**config.mk**
```make
export PLATFORM = sky130hd
export DESIGN_NAME = boid_frame_writer
export DESIGN_NICKNAME = d
export VERILOG_FILES = /design/src/rtl/boid_frame_writer_pkg.sv /design/src/rtl/boid_frame_writer_pixel_addr_calc.sv /design/src/rtl/boid_frame_writer.sv
export SDC_FILE = /design/constraint.sdc
export NUM_CORES = 1
export LEC_CHECK = 0
export ABC_AREA = 1
export BUFFER_PORTS_ARGS = -buffer_cell sky130_fd_sc_hd__buf_2
export CORE_ASPECT_RATIO = 1.2
export CORE_MARGIN = 4
export CORE_UTILIZATION = 50
export CTS_BUF_LIST = sky130_fd_sc_hd__clkbuf_8
export DETAILED_ROUTE_END_ITERATION = 16
export HOLD_SLACK_MARGIN = 0.12
export PLACE_DENSITY = 0.8
export RECOVER_POWER = 100
export SLEW_MARGIN = 20
export SYNTH_ARGS = -nofsm -noshare
export SYNTH_HDL_FRONTEND = slang
export SYNTH_SLANG_ARGS = --single-unit
```
**constraint.sdc**
```tcl
create_clock -name clock -period 6.8 [get_ports clock]
set_input_delay 1.36 -clock clock [delete_from_list [all_inputs] [get_ports clock]]
set_output_delay 1.36 -clock clock [all_outputs]
set_load 0.05 [all_outputs]
```
**src/rtl/boid_frame_writer_pkg.sv**
```systemverilog
// Shared constants and state encoding for the boid frame writer.
// Also used by the VGA read path for display RAM geometry.
package boid_pkg;

  localparam int VIDEO_WIDTH  = 640;
  localparam int VIDEO_HEIGHT = 480;
  localparam int PIXEL_COUNT  = VIDEO_WIDTH * VIDEO_HEIGHT;
  localparam int ADDR_WIDTH   = 19;

  typedef enum logic [2:0] {
    IDLE,
    CLEAR,
    LOAD,
    DRAW,
    DONE
  } state_t;

endpackage

```
**src/rtl/boid_frame_writer_pixel_addr_calc.sv**
```systemverilog
// Combinational (x, y) -> {in_bounds, linear address} for the display RAM.
// Multiplies by the constant screen width with shifts and adds only.
module pixel_addr_calc #(
  parameter int VIDEO_WIDTH  = 640,
  parameter int VIDEO_HEIGHT = 480,
  parameter int ADDR_WIDTH   = 19,
  parameter int XW           = 11,
  parameter int YW           = 10
) (
  input  logic [XW-1:0]         x,
  input  logic [YW-1:0]         y,
  output logic                  in_bounds,
  output logic [ADDR_WIDTH-1:0] addr
);

  localparam int AW1 = ADDR_WIDTH + 1;

  localparam logic [31:0]   WC   = 32'(VIDEO_WIDTH);
  localparam logic [XW-1:0] XLIM = XW'(VIDEO_WIDTH);
  localparam logic [YW-1:0] YLIM = YW'(VIDEO_HEIGHT);

  logic [AW1-1:0] yy;
  logic [AW1-1:0] xx;
  logic [AW1-1:0] acc;

  assign yy = AW1'(y);
  assign xx = AW1'(x);

  // One shifted copy of y per set bit of the width constant.
  always_comb begin
    acc = '0;
    for (int b = 0; b < 32; b++) begin
      if (WC[b]) acc = acc + (yy << b);
    end
    acc = acc + xx;
  end

  assign in_bounds = (x < XLIM) && (y < YLIM);
  assign addr      = acc[ADDR_WIDTH-1:0];

endmodule

```
**src/rtl/boid_frame_writer.sv**
```systemverilog
// Per-frame sequencer: clear display RAM, then draw a square per boid.
// Pixels falling off-screen still take a cycle but are not written.
module boid_frame_writer #(
  parameter int MAX_BOIDS    = 4,
  parameter int BOID_SIZE    = 2,
  parameter int VIDEO_WIDTH  = boid_pkg::VIDEO_WIDTH,
  parameter int VIDEO_HEIGHT = boid_pkg::VIDEO_HEIGHT,
  parameter int ADDR_WIDTH   = boid_pkg::ADDR_WIDTH,
  localparam int BOID_BITS   = (MAX_BOIDS > 1) ? $clog2(MAX_BOIDS) : 1
) (
  input  logic                  clock,
  input  logic                  reset,
  input  logic                  screen_end,
  output logic [BOID_BITS-1:0]  boid_sel,
  input  logic [9:0]            boid_x,
  input  logic [8:0]            boid_y,
  output logic                  ram_clear,
  output logic                  ram_we,
  output logic [ADDR_WIDTH-1:0] ram_waddr,
  output logic                  busy,
  output logic                  frame_done,
  output logic                  overrun
);

  import boid_pkg::*;

  localparam int DW = (BOID_SIZE > 1) ? $clog2(BOID_SIZE) : 1;

  localparam logic [DW-1:0]        LAST_D   = DW'(BOID_SIZE - 1);
  localparam logic [BOID_BITS-1:0] LAST_SEL = BOID_BITS'(MAX_BOIDS - 1);

  state_t               state, state_n;
  logic [BOID_BITS-1:0] sel_n;
  logic [DW-1:0]        dx, dx_n;
  logic [DW-1:0]        dy, dy_n;
  logic [9:0]           px, px_n;
  logic [8:0]           py, py_n;

  logic [10:0]           pix_x;
  logic [9:0]            pix_y;
  logic                  pix_ok;
  logic [ADDR_WIDTH-1:0] pix_addr;

  always_ff @(posedge clock) begin
    if (reset) begin
      state    <= IDLE;
      boid_sel <= '0;
      dx       <= '0;
      dy       <= '0;
      px       <= '0;
      py       <= '0;
    end else begin
      state    <= state_n;
      boid_sel <= sel_n;
      dx       <= dx_n;
      dy       <= dy_n;
      px       <= px_n;
      py       <= py_n;
    end
  end

  always_comb begin
    state_n = state;
    sel_n   = boid_sel;
    dx_n    = dx;
    dy_n    = dy;
    px_n    = px;
    py_n    = py;
    unique case (state)
      IDLE: begin
        sel_n = '0;
        if (screen_end) state_n = CLEAR;
      end
      CLEAR: begin
        state_n = LOAD;
      end
      LOAD: begin
        px_n    = boid_x;
        py_n    = boid_y;
        dx_n    = '0;
        dy_n    = '0;
        state_n = DRAW;
      end
      DRAW: begin
        if (dx == LAST_D) begin
          dx_n = '0;
          if (dy == LAST_D) begin
            dy_n = '0;
            if (boid_sel == LAST_SEL) begin
              state_n = DONE;
            end else begin
              sel_n   = boid_sel + 1'b1;
              state_n = LOAD;
            end
          end else begin
            dy_n = dy + 1'b1;
          end
        end else begin
          dx_n = dx + 1'b1;
        end
      end
      DONE: begin
        sel_n   = '0;
        state_n = IDLE;
      end
      default: begin
        state_n = IDLE;
      end
    endcase
  end

  // One bit wider than the latched position so edge pixels clip, not wrap.
  assign pix_x = {1'b0, px} + 11'(dx);
  assign pix_y = {1'b0, py} + 10'(dy);

  pixel_addr_calc #(
    .VIDEO_WIDTH  (VIDEO_WIDTH),
    .VIDEO_HEIGHT (VIDEO_HEIGHT),
    .ADDR_WIDTH   (ADDR_WIDTH),
    .XW           (11),
    .YW           (10)
  ) u_addr (
    .x         (pix_x),
    .y         (pix_y),
    .in_bounds (pix_ok),
    .addr      (pix_addr)
  );

  assign busy       = (state != IDLE);
  assign ram_clear  = (state == CLEAR);
  assign frame_done = (state == DONE);
  assign ram_we     = (state == DRAW) && pix_ok;
  assign ram_waddr  = ram_we ? pix_addr : '0;
  assign overrun    = screen_end && busy;

endmodule

```
==> out/results.ini <==
[outcome]
outcome=completed

[yosys]
syn_nets=390
synth_top_area_share=0.230
avgSynthCellArea_um2=6.60
ys_top_cells_by_area=dfxtp_1, ha_1, nand2_1
syn-cell-area_mm2=0.00226
syn-instance-count=342
yosys_warnings=0
netlist-cell-type-count=26
yosysSeqAreaShare=0.230
synth_seq_cells=26
yosys.area.top_type=dfxtp_1

[clock_tree]
holdBufCountCts=0
post_cts_resized=0
clock_sinks=26
numCtsBuffers=3
clk_pin_slew_ns=0.08
insertion_delay_ns=0.27
cts-htree-levels=1
clock_path_buffers=2
postCtsSetupRepairBufs=0
cts_tree=yes
cts.root.buffer_cell=clkbuf_8

[timing]
relSlewSlack=0.204
tightestPinTransition_ns=1.19
setup_violations=0
fin_crit_ns=5.30
max_freq_mhz=189
fin_worst_skew_ns=0.00123
grt_setup_unrepaired=no
finalHoldViolations=0
fin_crit_sh=0.780
final_max_slew_viol_count=0
setup-tns-final_ns=0

[min_path]
hp-class=reg -> reg

[critical_path]
crit_chain=ha_1, ha_1, nand2_1, nor2_2, nand3_1, nor3_2, inv_1, fa_1, inv_1, ha_1, a21oi_1, nand2_1, nand3_1, nand2_1, xor2_1, nor2_2, clkbuf_1
rrSetupSlack_ns=5.01
worstSetupEndpointType=primary output
cp-start-kind=flip-flop
max_stage_delay_ns=0.54
arrival_ns=3.94
crit_family=adder cells
path_class=reg -> out
crit_fanout=6
crit_path_top_delay_cell=fa_1
critPathBufInv=3
critPathRequiredTime_ns=5.44

[floorplan]
io_pins=48
die_w_um=69.4
die_area_mm2=0.00566
start_util=0.522
placementRows=26
die_h_um=81.6
coreArea_mm2=0.00433

[run]
maxCapViolCount=0

[detailed_routing]
post_drt_wl_per_cell_um=10.9
ant_nets=0
via_per_inst=5.09
num_vias=2248
drc=0
wirelength_um=4800
drt-initial-drc-count=99
drt-pass1-iter-count=4

[cells_and_area]
area_delta_synth_final_pct=11.9
antenna_cells=0
drive_above_1_share=0.140
fill_cells=435
final_cell_area_mm2=0.00253
fin_nets=435

[power]
p_leak_nw=1.25
powerDensity_mw_per_mm2=188
peakVddDrop_v=0.000139

[global_route]
grt_pass1_vias=2088
grt_max_degree=31
grt_first_pass_wirelength_um=8580
overflow=0
grt_use_total=0.182
antenna_found_initial=0

[placement]
place.gp.congestion=0.885
postPlaceCellArea_mm2=0.00252
port_buffers=47
dpl.hpwl_um=4030

[synthesized netlist by cell type]
cell type and n:
clkbuf_1 4, nor2_1 38, xor2_1 10, nor3_1 2
a21oi_1 23, inv_1 52, nand3_1 21, o21ai_0 24
nor3_4 1, o211ai_1 1, o21bai_1 3, nand2_2 1
nor2_2 21, o21ai_1 2, inv_2 6, dfxtp_1 26
ha_1 23, nand3_2 1, fa_1 3, xnor2_1 4
buf_2 1, nand2_1 62, buf_6 2, nand4_1 9
nor2_4 1, nor3_2 1
[tightest hold or removal path, delay by kind of cell, from the launching register on]
kind / cells / cell delay, ns
flip-flops: 1 / 0.33
buffers and inverters: 1 / 0.07
AO/OA/AOI/OAI: 1 / 0.05
[cell usage in the layout (no fill, tap or decap)]
cell type	count
o21bai_1	3
o211ai_1	1
inv_1	53
dfxtp_1	26
fa_1	3
nand4_1	9
a21oi_1	23
nand2_2	1
clkbuf_1	26
nor2_4	1
nor2_2	21
nor2_1	38
nand3_1	22
clkbuf_8	4
nor3_2	1
xor2_1	10
ha_1	23
o21ai_0	26
nand2_1	62
inv_2	5
nor3_1	3
buf_2	21
xnor2_1	4
[metal layers]
metal	vias to the layer above	GRT usage	share of wire
met2	61	0.344	0.50
met1	998	0.208	0.42
li1	1176	-	-
met3	13	0.0220	0.053
met5	-	0	0
met4	0	0.0781	0.026
[layout make-up]
type,count,area [um^2],area share
Tap cell,56,70.1,0.0277
Timing Repair Buffer,47,203,0.0802
Sequential cell,26,520,0.206
Multi-Input combinational cell,251,1460,0.578
Clock buffer,4,55.1,0.0218
Inverter,58,218,0.0861
[where the power goes]
part	internal, mW	total, mW	switching (mW)
Combinational	0.0612	0.190	0.129
Clock	0.0517	0.0981	0.0464
Sequential	0.170	0.186	0.0164
[worst paths after layout]
path | from | endpoint | depth (start not counted)
hold reg to reg | py[7]$_SDFFE_PP0P_ | py[7]$_SDFFE_PP0P_ | 2
hold / removal | py[7]$_SDFFE_PP0P_ | py[7]$_SDFFE_PP0P_ | 2
setup reg to reg | state[1]$_SDFFE_PP0P_ | boid_sel[1]$_SDFFE_PP0P_ | 7
setup / recovery | dx$_SDFFE_PP0P_ | ram_waddr[15] | 17
[per-stage QoR]
step	power, mW	instances	worst slack, ns	util	hold WS [ns]
CTS	0.482	442	1.71	0.595	0.487
global route	0.517	442	1.17	0.584	0.519
finish	0.474	442	1.50	0.584	0.486
global placement	0.378	438	2.17	0.583	0.468
floorplan	0.343	342	2.24	-	0.457
detailed placement	0.383	438	2.02	0.583	0.474
[kinds of logic after synthesis]
kind of cell,Yosys count,synth area share
AOI/OAI and AO/OA,53,0.122
xor gates and xnor gates,14,0.0543
adders and majority gates,26,0.154
buffers and inverters,65,0.115
DFF,26,0.230
and+or+nand+nor,158,0.324
[state kept, by name (all words and copies together), names as in the netlist]
name	flops
state	3
boid_sel	2
dy	1
dx	1
py	9
px	10
(Power assumes the default switching activity.)
